==> src/rtl/gf_seq_div_pkg.sv <==
// Shared defaults and FSM state encoding for the sequential GF(2^M) divider.
package gf_seq_div_pkg;

  localparam int         DEF_M    = 8;
  localparam logic [8:0] DEF_POLY = 9'h15F;

  typedef enum logic [1:0] {
    IDLE = 2'd0,
    CALC = 2'd1,
    DONE = 2'd2
  } state_t;

endpackage

==> src/rtl/gf_seq_div_mul.sv <==
// Combinational GF(2^M) multiplier: MSB-first shift-and-add with reduction
// folded into every step, so no intermediate ever grows beyond M bits.
module gf_mul_par
  import gf_seq_div_pkg::*;
#(
  parameter int         M    = DEF_M,
  parameter logic [M:0] POLY = (M+1)'(DEF_POLY)
) (
  input  logic [M-1:0] a,
  input  logic [M-1:0] b,
  output logic [M-1:0] p
);

  always_comb begin
    p = '0;
    for (int i = M - 1; i >= 0; i--) begin
      p = {p[M-2:0], 1'b0} ^ (p[M-1] ? POLY[M-1:0] : '0) ^ (b[i] ? a : '0);
    end
  end

endmodule

==> src/rtl/gf_seq_div.sv <==
// Sequential GF(2^M) divider: out_c = in_a * in_b^(2^M-2), one square-and-multiply
// step per cycle. Define GF_DIV_ERR_EN to add the div_err (zero divisor) output.
module gf_seq_div
  import gf_seq_div_pkg::*;
#(
  parameter int         M    = DEF_M,
  parameter logic [M:0] POLY = (M+1)'(DEF_POLY)
) (
  input  logic         clk,
  input  logic         rstn,
  input  logic         in_valid,
  output logic         in_ready,
  input  logic [M-1:0] in_a,
  input  logic [M-1:0] in_b,
  output logic         out_valid,
  input  logic         out_ready,
  output logic [M-1:0] out_c
`ifdef GF_DIV_ERR_EN
  ,
  output logic         div_err
`endif
);

  localparam int CW = $clog2(M);

  state_t          state;
  logic [CW-1:0]   cnt;
  logic [M-1:0]    sq;
  logic [M-1:0]    acc;
  logic [M-1:0]    sq_nxt;
  logic [M-1:0]    prod;

  gf_mul_par #(.M(M), .POLY(POLY)) u_sq (
    .a (sq),
    .b (sq),
    .p (sq_nxt)
  );

  gf_mul_par #(.M(M), .POLY(POLY)) u_acc (
    .a (acc),
    .b (sq_nxt),
    .p (prod)
  );

  assign out_c = acc;

`ifdef GF_DIV_ERR_EN
  logic err;
  assign div_err = err;
`endif

  // M-1 squaring steps accumulate b^2 * b^4 * ... * b^(2^(M-1)); the cycle with
  // cnt==0 hands over to DONE, giving a fixed M-cycle latency for every operand.
  always_ff @(posedge clk or negedge rstn) begin
    if (!rstn) begin
      state     <= IDLE;
      cnt       <= '0;
      sq        <= '0;
      acc       <= '0;
      out_valid <= 1'b0;
      in_ready  <= 1'b1;
`ifdef GF_DIV_ERR_EN
      err       <= 1'b0;
`endif
    end else begin
      case (state)
        IDLE: begin
          if (in_valid) begin
            sq       <= in_b;
            acc      <= in_a;
            cnt      <= CW'(M - 1);
            in_ready <= 1'b0;
            state    <= CALC;
`ifdef GF_DIV_ERR_EN
            err      <= (in_b == '0);
`endif
          end
        end
        CALC: begin
          if (cnt != '0) begin
            sq  <= sq_nxt;
            acc <= prod;
            cnt <= cnt - 1'b1;
          end else begin
            out_valid <= 1'b1;
            state     <= DONE;
          end
        end
        DONE: begin
          if (out_ready) begin
            out_valid <= 1'b0;
            in_ready  <= 1'b1;
            state     <= IDLE;
`ifdef GF_DIV_ERR_EN
            err       <= 1'b0;
`endif
          end
        end
        default: begin
          out_valid <= 1'b0;
          in_ready  <= 1'b1;
          state     <= IDLE;
        end
      endcase
    end
  end

endmodule
==> config.mk <==
export PLATFORM = sky130hd
export DESIGN_NAME = gf_seq_div
export DESIGN_NICKNAME = d
export VERILOG_FILES = /design/src/rtl/gf_seq_div_pkg.sv /design/src/rtl/gf_seq_div_mul.sv /design/src/rtl/gf_seq_div.sv
export SDC_FILE = /design/constraint.sdc
export NUM_CORES = 1
export LEC_CHECK = 0
export BUFFER_PORTS_ARGS = -buffer_cell sky130_fd_sc_hd__buf_2
export CORE_UTILIZATION = 55
export DETAILED_ROUTE_END_ITERATION = 16
export GPL_TIMING_DRIVEN = 0
export HOLD_SLACK_MARGIN = 0.08
export PLACE_DENSITY = 0.84
export SLEW_MARGIN = 20
export SYNTH_ARGS = -nofsm -noshare
export SYNTH_HDL_FRONTEND = slang
export SYNTH_SLANG_ARGS = --single-unit
==> constraint.sdc <==
create_clock -name clk -period 3.55 [get_ports clk]
set_input_delay 0.1775 -clock clk [delete_from_list [all_inputs] [get_ports clk]]
set_output_delay 0.1775 -clock clk [all_outputs]
set_load 0.05 [all_outputs]
# Word-level counts from Yosys, hierarchy flattened
# Cells that the tools add are included.
# classes
add_sub_neg	1
mux	49
n_bitwise	30
n_reduce_logical	7
eq_ne	6
# ops
operator	count
bitwise XOR 8 bit	28
2-to-1 mux 8 bit	20
2-to-1 mux 7 bit	14
case mux 8 bit (2 select lines)	2
AND reduction 3 bit	4
!= test 2 bit (second input constant)	4
2-to-1 mux 2 bit	3
2-to-1 mux 3 bit	2
case mux 1 bit (3 select lines)	2
case mux 2 bit (3 select lines)	1
case mux 3 bit (2 select lines)	1
2-to-1 mux 1 bit	4
nonzero test 3 bit	1
subtractor 3 x 1 -> 3 bit (second input constant)	1
== test 2 x 1 -> 1 bit (second input constant)	1
== test 2 bit (second input constant)	1
zero test 2 bit	1
inverter 1 bit	2
nonzero test 2 bit	1
# totals
register_bits	23
wordCells	99
in_bits	20
output_inout_bits	10

# Depth between registers and ports, before layout
# depth
word_depth	46
ltp_mapped	11
mapped_depth_nobuf	9

# By module
# From an unflattened synthesis, not the netlist that was laid out.
# unflattened
hier_cells	418
hier_area_um2	3692.3
# modules_own_cells
mod	cells_per_inst	n_inst	area_per_inst_um2
gf_mul_par	168	2	1266.2
gf_seq_div	82	1	1159.9

# Worst setup path before layout
# Ideal clock, no wire load.
# synth_timing
kind	reg2reg
from	register acc[4], in the netlist out_c[4]
to	register acc[2], in the netlist out_c[2]
t_arrival_ns	2.660
stages_incl_launch_ff	10
setup_ns	0.124
slack_ns	0.766
required_time_ns	3.426
n_path_buf	1
cell_sequence	dfrtp_1 clkbuf_1 nand2_1 xnor2_1 xnor2_1 xnor3_2 xnor2_4 xnor3_1 xnor2_1 o21ai_1
# synth_between
elab_chain_len	19
# synth_lines
item	line_no	text
from (decl)	gf_seq_div.sv:29	logic [M-1:0] acc;
from (signal assigned)	gf_seq_div.sv:70	acc <= in_a;
from (signal assigned)	gf_seq_div.sv:82	acc <= prod;
2-to-1 mux 8 bit	gf_seq_div_mul.sv:17	p = {p[M-2:0], 1'b0} ^ (p[M-1] ? POLY[M-1:0] : '0) ^ (b[i] ? a : '0);
bitwise XOR 8 bit (5 in series)	gf_seq_div_mul.sv:17	
bitwise XOR 8 bit *	gf_seq_div_mul.sv:17	
2-to-1 mux 7 bit	gf_seq_div_mul.sv:17	
bitwise XOR 8 bit * (4 in series)	gf_seq_div_mul.sv:17	
2-to-1 mux 7 bit	gf_seq_div_mul.sv:17	
bitwise XOR 8 bit * (4 in series)	gf_seq_div_mul.sv:17	
2-to-1 mux 8 bit *	gf_seq_div.sv:80	if (cnt != '0) begin
case mux 8 bit (2 select lines) *	gf_seq_div.sv:66	case (state)
# Every way passes the cells marked *; elsewhere a longest branch is shown, timed or not. The select of a mux whose other input is x is not followed.
# A chain may end at the register's enable or synchronous reset.

# Final worst setup path
# layout_timing
from	register sq[7]
to	register acc[3], in the netlist out_c[3]
# layout_between
elab_chain_len	39
# layout_lines
item	line_no	text
from (decl)	gf_seq_div.sv:28	logic [M-1:0] sq;
from (signal assigned)	gf_seq_div.sv:69	sq <= in_b;
from (signal assigned)	gf_seq_div.sv:81	sq <= sq_nxt;
2-to-1 mux 8 bit	gf_seq_div_mul.sv:17	
bitwise XOR 8 bit (2 in series)	gf_seq_div_mul.sv:17	
2-to-1 mux 7 bit	gf_seq_div_mul.sv:17	
bitwise XOR 8 bit (4 in series)	gf_seq_div_mul.sv:17	
2-to-1 mux 7 bit	gf_seq_div_mul.sv:17	
bitwise XOR 8 bit (4 in series)	gf_seq_div_mul.sv:17	
2-to-1 mux 7 bit	gf_seq_div_mul.sv:17	
bitwise XOR 8 bit (3 in series)	gf_seq_div_mul.sv:17	
[... 8 more ...]	--	
bitwise XOR 8 bit (4 in series)	gf_seq_div_mul.sv:17	
2-to-1 mux 7 bit	gf_seq_div_mul.sv:17	
bitwise XOR 8 bit (4 in series)	gf_seq_div_mul.sv:17	
2-to-1 mux 7 bit	gf_seq_div_mul.sv:17	
bitwise XOR 8 bit	gf_seq_div_mul.sv:17	
bitwise XOR 8 bit *	gf_seq_div_mul.sv:17	
2-to-1 mux 8 bit *	gf_seq_div.sv:80	
case mux 8 bit (2 select lines) *	gf_seq_div.sv:66	
# Marked as above.

==> out/qor.txt <==
part of the Yosys area used for sequential elements - 21.8%
Clock Pin Slew Worst Setup and Hold Paths - 0.08 ns
most used cell, CP - xnor2_1
Slowest Stage Delay on Critical Path - 0.55 ns
Slew Viols, Final - 0
Arr. time, crit path - 3.34 ns
Buffers & Inverters on Critical Path - 1
fin crit share - 89.5%
clock buffer depth - 2
failing checks - DRC
fmax - 315 MHz
maximum fanout along the worst path - 8
number of synthesized flops with an enable pin - 0
critical-path cell list - buf_4 -> xor2_1 -> nand2_1 -> xnor2_1 -> xnor2_1 -> xnor3_2 -> xnor2_4 -> xnor3_1 -> xnor2_1 -> o21ai_1
io pins - 30
die width - 71.4 µm
vias in the first global route - 2567
total global-route track usage - 30.9%
Hold Crit Class - in -> reg
global-route wire length before repair - 12.2 mm
Synth Area per Inst - 7.33 µm²
sum of negative setup slack - 0 ns
ys flop type - dfrtp_1
CP Class - reg -> reg
clock sinks - 23
Post-DP Area - 2860 µm²
# DRC - 2
final setup fails - 0
commonest non-fill, non-tap cell in the layout - nand2_1
Final GP Congestion - 0.938
# rows - 24
ant diodes - 0
H-tree depth - 1
DR vias/cell - 6.09
WL final - 7.49 mm
asr flop ratio synth - 100%
unrepaired setup endpoints after global routing - no
Reg area - 577 µm²
routed len/inst - 16.8 µm
Setup crit start kind - register
clk root buf - clkbuf_8
FF+latch count, synth - 23
pin count of the biggest net entering global routing - 24
layout cells sized above 1 - 12.9%
count of cell types in the netlist - 45
Area growth, synth to finish - 10.1%
outcome - complete, but fails checks
post-route minimum period - 3.18 ns
Die Area - 5100 µm²
Final Core Density - 64.7%
multi-input logic area - 1900 µm²
Die Y - 71.4 µm
Final Hold Violating Endpoints - 0
synthesized cell area - 2650 µm²
# port buffers - 29
via count - 2720
initial antenna violation count - 0
Syn Nets - 383
Worst setup EP type - register
gate count after technology mapping - 361
Slew HR - 45.4%
Synthesis Warnings - 0
measured slew at the worst slew-check pin - 0.813 ns
fill count - 417
total congestion overflow - 0
clock buffer count from CTS - 3
initial core utilization - 58.8%
Final #Nets - 418
postcts setup bufs - 0
slowest library cell on the worst path - xor2_1
crit-path leading delay family - XOR/XNOR gates
clock skew - 0.00464 ns
hpwl dp - 5.55 mm
Clock Latency Late Sink - 0.27 ns
DR pass1 iterations - 11
max_cap viols - 0
Finished Cell Area - 2910 µm²
ANT nets after route - 0
CORE AREA - 4500 µm²
Starting DRT DRC Count - 202
most frequent cells in the layout - nand2_1 (58), xnor2_1 (47), buf_2 (34), a21oi_1 (32), o21ai_0 (30)
CP Data Required Time - 3.71 ns
CTS tree - yes
[Yosys cell counts, types with 2 or more instances]
master | count | area, µm²
a211o_1 | 2 | 17.5
buf_4 | 2 | 15.0
a211oi_1 | 4 | 30.0
a31oi_1 | 6 | 37.5
a22oi_1 | 3 | 22.5
nor3_1 | 6 | 30.0
nor2b_1 | 4 | 25.0
nand2_1 | 58 | 218
nor2_1 | 29 | 109
ha_1 | 2 | 25.0
nand2b_1 | 3 | 18.8
clkbuf_1 | 21 | 78.8
buf_1 | 3 | 11.3
xor2_1 | 19 | 166
buf_2 | 5 | 25.0
mux2i_1 | 3 | 30.0
o211ai_1 | 3 | 22.5
o21ai_0 | 30 | 150
mux2_2 | 2 | 22.5
o21ai_1 | 3 | 15.0
xnor3_1 | 2 | 45.0
a221oi_1 | 2 | 17.5
xnor2_1 | 47 | 412
a2bb2oi_1 | 2 | 17.5
and3_1 | 5 | 31.3
xnor2_2 | 4 | 65.1
a21oi_1 | 32 | 160
inv_1 | 10 | 37.5
dfrtp_1 | 22 | 551
nand3_1 | 8 | 40.0
o22ai_1 | 5 | 31.3
[per-stage QoR]
step / cells / setup WS, ns / hold WS, ns
after floorplan: 361 / 0.766 / -0.118
after global placement: 442 / 0.452 / 0.174
after detailed placement: 442 / 0.399 / 0.173
after CTS: 447 / 0.389 / 0.143
after global routing: 447 / 0.190 / 0.151
final: 447 / 0.372 / 0.139
[final timing paths]
check                           from        end  slack [ns]  depth (start not counted)
max                            sq[7]   out_c[3]        0.37                         10
min reg2reg                out_valid  out_valid        0.51                          2
min in group asynchronous       rstn     cnt[0]        0.40                          2
max reg2reg                    sq[7]   out_c[3]        0.37                         10
max in group asynchronous       rstn   in_ready        2.78                          2
min                          in_b[5]      sq[5]        0.14                          2
[sequential cells by signal, summed over array words and instances (netlist names)]
name / flops
out_c: 8
out_valid: 1
state: 2
cnt: 3
sq: 8
in_ready: 1
[cell families (layout without fill, tap and decap cells)]
group | after synthesis | after routing | synth area share (%)
AOI/OAI and AO/OA | 99 | 99 | 22.3
xor gates and xnor gates | 74 | 74 | 27.9
adders and majority gates | 2 | 2 | 0.945
buffers and inverters | 42 | 76 | 6.47
DFF | 23 | 23 | 21.8
muxes | 5 | 5 | 1.98
and+or+nand+nor | 116 | 116 | 18.6
[repair_timing]
| action | CTS | global route |
|---|---|---|
| resized for setup | 0 | 0 |
| hold buffers | 1 | 0 |
| setup endpoints to repair | 0 | 0 |
| hold endpoints to repair | 22 | 0 |
[layer usage]
layer	routed length, µm	up-vias	track usage [%]	part of all wire, %
met5	0	-	0	0
met3	552	20	3.94	7.4
met4	198	0	11.1	2.6
met2	3480	138	52.2	46
li1	-	1292	-	-
met1	3260	1270	40.9	44
[final cells by class]
class	instances	share of cell area, %
buffer	31	4.47
multi-input combinational	296	65.2
timing repair buffer	30	5.32
clock inverter	1	0.172
sequential	23	19.8
tap	52	2.23
clock buffer	3	1.42
inverter	11	1.42
Power is not shown: default switching activity piles up to over one toggle a cycle in this logic, so the estimate is an artifact.
